==> src/rtl/serial_add_pkg.sv <==
// Shared types for the bit-serial adder sequencer.
// Holds the controller state encoding and the supported width ceiling.
// No logic lives here.
package serial_add_pkg;

   typedef enum logic [1:0] {
      IDLE,
      SHIFT,
      DONE
   } state_t;

   localparam int SA_MAX_WIDTH = 32;

endpackage

==> src/rtl/FullAdder.sv <==
// Single-bit full adder, the only arithmetic element of the serial adder.
// Latency: purely combinational, zero cycles.
// Backpressure: none, no handshake.
module FullAdder (
   input  logic InA,
   input  logic InB,
   input  logic Cin,
   output logic Sum,
   output logic CarryOut
);

   assign Sum      = InA ^ InB ^ Cin;
   assign CarryOut = (InA & InB) | (Cin & (InA ^ InB));

endmodule

==> src/rtl/serial_add_ctrl.sv <==
// Bit-serial WIDTH-bit adder: one shared FullAdder, LSB first, carry held in a flop.
// Latency: accept at edge N gives OutValid after edge N+WIDTH; one add per WIDTH+2 cycles.
// Backpressure: OutReady low parks the block in DONE with outputs frozen; InReady stays low.
// Optional signed-overflow flag is built only when SERIAL_ADD_OVF_EN is defined.
module serial_add_ctrl
   import serial_add_pkg::*;
#(
   parameter int WIDTH = 8
) (
   input  logic             Clk,
   input  logic             Rst_n,
   input  logic             InValid,
   output logic             InReady,
   input  logic [WIDTH-1:0] OpA,
   input  logic [WIDTH-1:0] OpB,
   input  logic             CinIn,
   output logic             OutValid,
   input  logic             OutReady,
   output logic [WIDTH-1:0] Result,
   output logic             CarryOut,
   output logic             Overflow,
   output logic             Busy
);

   localparam int            CntW    = $clog2(WIDTH);
   localparam logic [CntW-1:0] LastCnt = CntW'(WIDTH - 1);

   if (WIDTH < 2 || WIDTH > SA_MAX_WIDTH) begin : gBadWidth
      $error("serial_add_ctrl: WIDTH out of range");
   end

   state_t            state;
   logic [WIDTH-1:0]  regA;
   logic [WIDTH-1:0]  regB;
   logic [WIDTH-1:0]  regSum;
   logic              carry;
   logic [CntW-1:0]   cnt;
   logic              faSum;
   logic              faCarry;
   logic              accept;
   logic              lastShift;

   assign accept    = (state == IDLE) && InValid && InReady;
   assign lastShift = (state == SHIFT) && (cnt == LastCnt);

   FullAdder uFullAdder (
      .InA      (regA[0]),
      .InB      (regB[0]),
      .Cin      (carry),
      .Sum      (faSum),
      .CarryOut (faCarry)
   );

   // Sequencer: load operands, shift one bit per cycle through the adder, hold result until taken.
   always_ff @(posedge Clk or negedge Rst_n) begin
      if (!Rst_n) begin
         state    <= IDLE;
         regA     <= '0;
         regB     <= '0;
         regSum   <= '0;
         carry    <= 1'b0;
         cnt      <= '0;
         InReady  <= 1'b0;
         OutValid <= 1'b0;
         Busy     <= 1'b0;
      end else begin
         case (state)
            IDLE: begin
               if (accept) begin
                  regA    <= OpA;
                  regB    <= OpB;
                  carry   <= CinIn;
                  cnt     <= '0;
                  state   <= SHIFT;
                  InReady <= 1'b0;
                  Busy    <= 1'b1;
               end else begin
                  InReady <= 1'b1;
               end
            end
            SHIFT: begin
               regA   <= regA >> 1;
               regB   <= regB >> 1;
               regSum <= {faSum, regSum[WIDTH-1:1]};
               carry  <= faCarry;
               cnt    <= cnt + 1'b1;
               if (cnt == LastCnt) begin
                  state    <= DONE;
                  Busy     <= 1'b0;
                  OutValid <= 1'b1;
               end
            end
            DONE: begin
               if (OutReady) begin
                  state    <= IDLE;
                  OutValid <= 1'b0;
                  InReady  <= 1'b1;
               end
            end
            default: begin
               state    <= IDLE;
               InReady  <= 1'b0;
               OutValid <= 1'b0;
               Busy     <= 1'b0;
            end
         endcase
      end
   end

   // Sum and carry registers double as the result; they only change while shifting or loading.
   assign Result   = regSum;
   assign CarryOut = carry;

`ifdef SERIAL_ADD_OVF_EN
   logic ovfReg;

   // Signed overflow: carry into the MSB (the carry flop on the last shift) XOR carry out of it.
   always_ff @(posedge Clk or negedge Rst_n) begin
      if (!Rst_n) begin
         ovfReg <= 1'b0;
      end else if (accept) begin
         ovfReg <= 1'b0;
      end else if (lastShift) begin
         ovfReg <= carry ^ faCarry;
      end
   end

   assign Overflow = ovfReg;
`else
   assign Overflow = 1'b0;
`endif

endmodule

==> config.mk <==
export PLATFORM = sky130hd
export DESIGN_NAME = serial_add_ctrl
export DESIGN_NICKNAME = d
export VERILOG_FILES = /design/src/rtl/serial_add_pkg.sv /design/src/rtl/FullAdder.sv /design/src/rtl/serial_add_ctrl.sv
export SDC_FILE = /design/constraint.sdc
export NUM_CORES = 1
export LEC_CHECK = 0
export ABC_AREA = 1
export CAP_MARGIN = 10
export CORE_UTILIZATION = 50
export CTS_BUF_LIST = sky130_fd_sc_hd__clkbuf_4
export CTS_CLUSTER_SIZE = 30
export DETAILED_ROUTE_END_ITERATION = 6
export MAX_ROUTING_LAYER = met4
export PLACE_DENSITY_LB_ADDON = 0.12
export SYNTH_ARGS = -nofsm -noshare
export SYNTH_HDL_FRONTEND = slang
export SYNTH_SLANG_ARGS = --single-unit
==> constraint.sdc <==
create_clock -name Clk -period 2.5 [get_ports Clk]
set_input_delay 0.375 -clock Clk [delete_from_list [all_inputs] [get_ports Clk]]
set_output_delay 0.375 -clock Clk [all_outputs]
set_load 0.05 [all_outputs]
==> out/results.txt <==
Bufs and invs on worst path: 1
vias in the first global route: 1291
total track usage: 0.222
Layout Skew: 0.00601 ns
Initial Util: 0.525
Final Max Slew Viols: 0
drt first pass iters: 4
IO Pins: 34
# rows: 20
leakage: 1.05 nW
MaxCap Viol Count: 0
worst skew pair latency: 0.32 ns
type of origin of the critical path: flip-flop
crit path time final: 1.92 ns
HP Class: in -> async
Clock Root Buffer: clkbuf_4
Largest delay share family, worst path: buffers and inverters
worst-margin pin slew: 0.699 ns
global-route wire length before repair: 5.55 mm
# resized after CTS: 0
post-synthesis net count: 227
busiest grt layer: met2
Unique masters post-synth: 19
Die Span Y: 58.6 µm
outcome: finished clean
Max clock buf depth: 2
flops & latches, synth: 33
final setup violation count: 0
Syn Area/Cell: 7.90 µm²
slowest CP cell: clkdlybuf4s50_1
Post-Syn Instances: 203
EDFF count, synth: 0
Core ar.: 0.00305 mm²
routability cong.: 0.720
Setup TNS: 0 ns
most common cell after layout, fill and taps aside: nand2_1
Port Buffers: 32
PD cells: 1340 mW/mm²
Post-Syn Area: 0.00160 mm²
CTS tree: yes
normalized max-slew margin: 0.533
FFs w/ async S/R, synth: 1.00
dpl ws: 0.637 ns
Vias/cell: 4.87
CP Class: reg -> out
clk slew on worst S/H paths: 0.09 ns
Worst EP required: 2.12 ns
DRC Markers: 0
number of buffers created by CTS: 5
Post-CTS Repair Setup Buffers: 0
fin nets: 258
worst-path fanout max: 3
M2 GR Usage: 0.365
Fmax achieved: 521 MHz
Main synth FF type: dfrtp_1
Worst setup EP type: output pin
H-tree depth: 2
1st-iter DRT viols: 87
Detail Route Antenna Nets: 0
most frequent cells in the layout: nand2_1 (88), nand3_1 (39), dfrtp_1 (33)
met3 usage: 0.0396
WP data arrival: 1.54 ns
total global routing overflow: 0
WL final: 3.23 mm
cells on worst reg2reg path: 5
Max VDD drop: 0.000778 V
Crit path depth: 1
Vias: 1359
unrepaired setup endpoints after global routing: false
Final WS setup: 0.581 ns
Ys Warns: 0
cells along the critical path: clkdlybuf4s50_1
crit-path max cell delay: 0.82 ns
ant diodes: 0
hold-fix buffer count after cts: 0
HPWL Detailed: 2.14 mm
Die Area: 0.00344 mm²
largest net degree at the start of global routing: 34
final hold vios: 0
M1 GR Usage: 0.272
CTS sink cnt: 33
Die Wd: 58.6 µm
WL per Instance: 11.6 µm
share of post-route cells with drive strength above 1: 0.0723
initial antenna violation count: 0
register area share after synthesis: 0.515
synthesis-to-finish area growth: 24.4%
period utilization: 0.767
## state kept, by name, indices dropped and copies added (netlist names)
| register | count |
|---|---|
| regA | 8 |
| InReady | 1 |
| cnt | 3 |
| regB | 8 |
| CarryOut | 1 |
| OutValid | 1 |
| Result | 8 |
| Busy | 1 |
| state | 2 |
## kinds of logic after synthesis
group,count (synthesis),share of synthesized area
simple gates,130,0.338
flops,33,0.515
buf+inv,24,0.0749
compound gates,12,0.0414
fa+ha+maj,3,0.0281
other cells,1,0.00234
## power breakdown
group / total [mW] / internal, mW / switching (mW)
Combinational: 1.43 / 0.493 / 0.942
Clock: 0.310 / 0.145 / 0.165
Sequential: 0.922 / 0.777 / 0.145
## layout make-up
cell class / instances / area (µm²)
clock buffer: 8 / 60.1
fill: 285 / 1060
inverter: 12 / 45.0
multi-input combinational: 146 / 657
sequential: 33 / 826
tap: 44 / 55.1
timing repair buffer: 36 / 350
## cell usage after synthesis, types with 2 or more instances
cell type,number,area share
a21oi_1,2,0.0062
buf_2,6,0.019
buf_4,4,0.019
dfrtp_1,33,0.52
ha_1,2,0.016
inv_1,10,0.023
inv_2,2,0.0047
nand2_1,88,0.21
nand3_1,39,0.12
o21ai_0,8,0.025
## routing by layer
| metal | vias to the layer above | part of all wire |
|---|---|---|
| li1 | 700 | - |
| met1 | 620 | 0.46 |
| met2 | 32 | 0.48 |
| met3 | 7 | 0.042 |
| met4 | 0 | 0.015 |
| met5 | - | 0 |
## final timing paths
check / slack [ns] / start / endpoint
setup / recovery: 0.58 / CarryOut / CarryOut
hold / removal: 0.45 / Rst_n / Result[7]
setup reg to reg: 0.84 / state[0] / cnt[0]
hold reg to reg: 0.49 / Result[0] / Result[0]
max in group asynchronous: 1.75 / Rst_n / regA[1]
min in group Clk: 0.49 / Result[0] / Result[0]
## stage by stage
step	power (mW)	hold slack (ns)	util	cells	cell area (µm²)
global placement	2.32	0.467	0.633	271	1930
detailed placement	2.38	0.477	0.633	271	1930
CTS	2.69	0.468	0.653	279	1990
finish	2.67	0.454	0.653	279	1990
floorplan	2.01	0.0794	-	203	1600
global route	2.91	0.493	0.653	279	1990
Power figures use the tool's default switching activity.
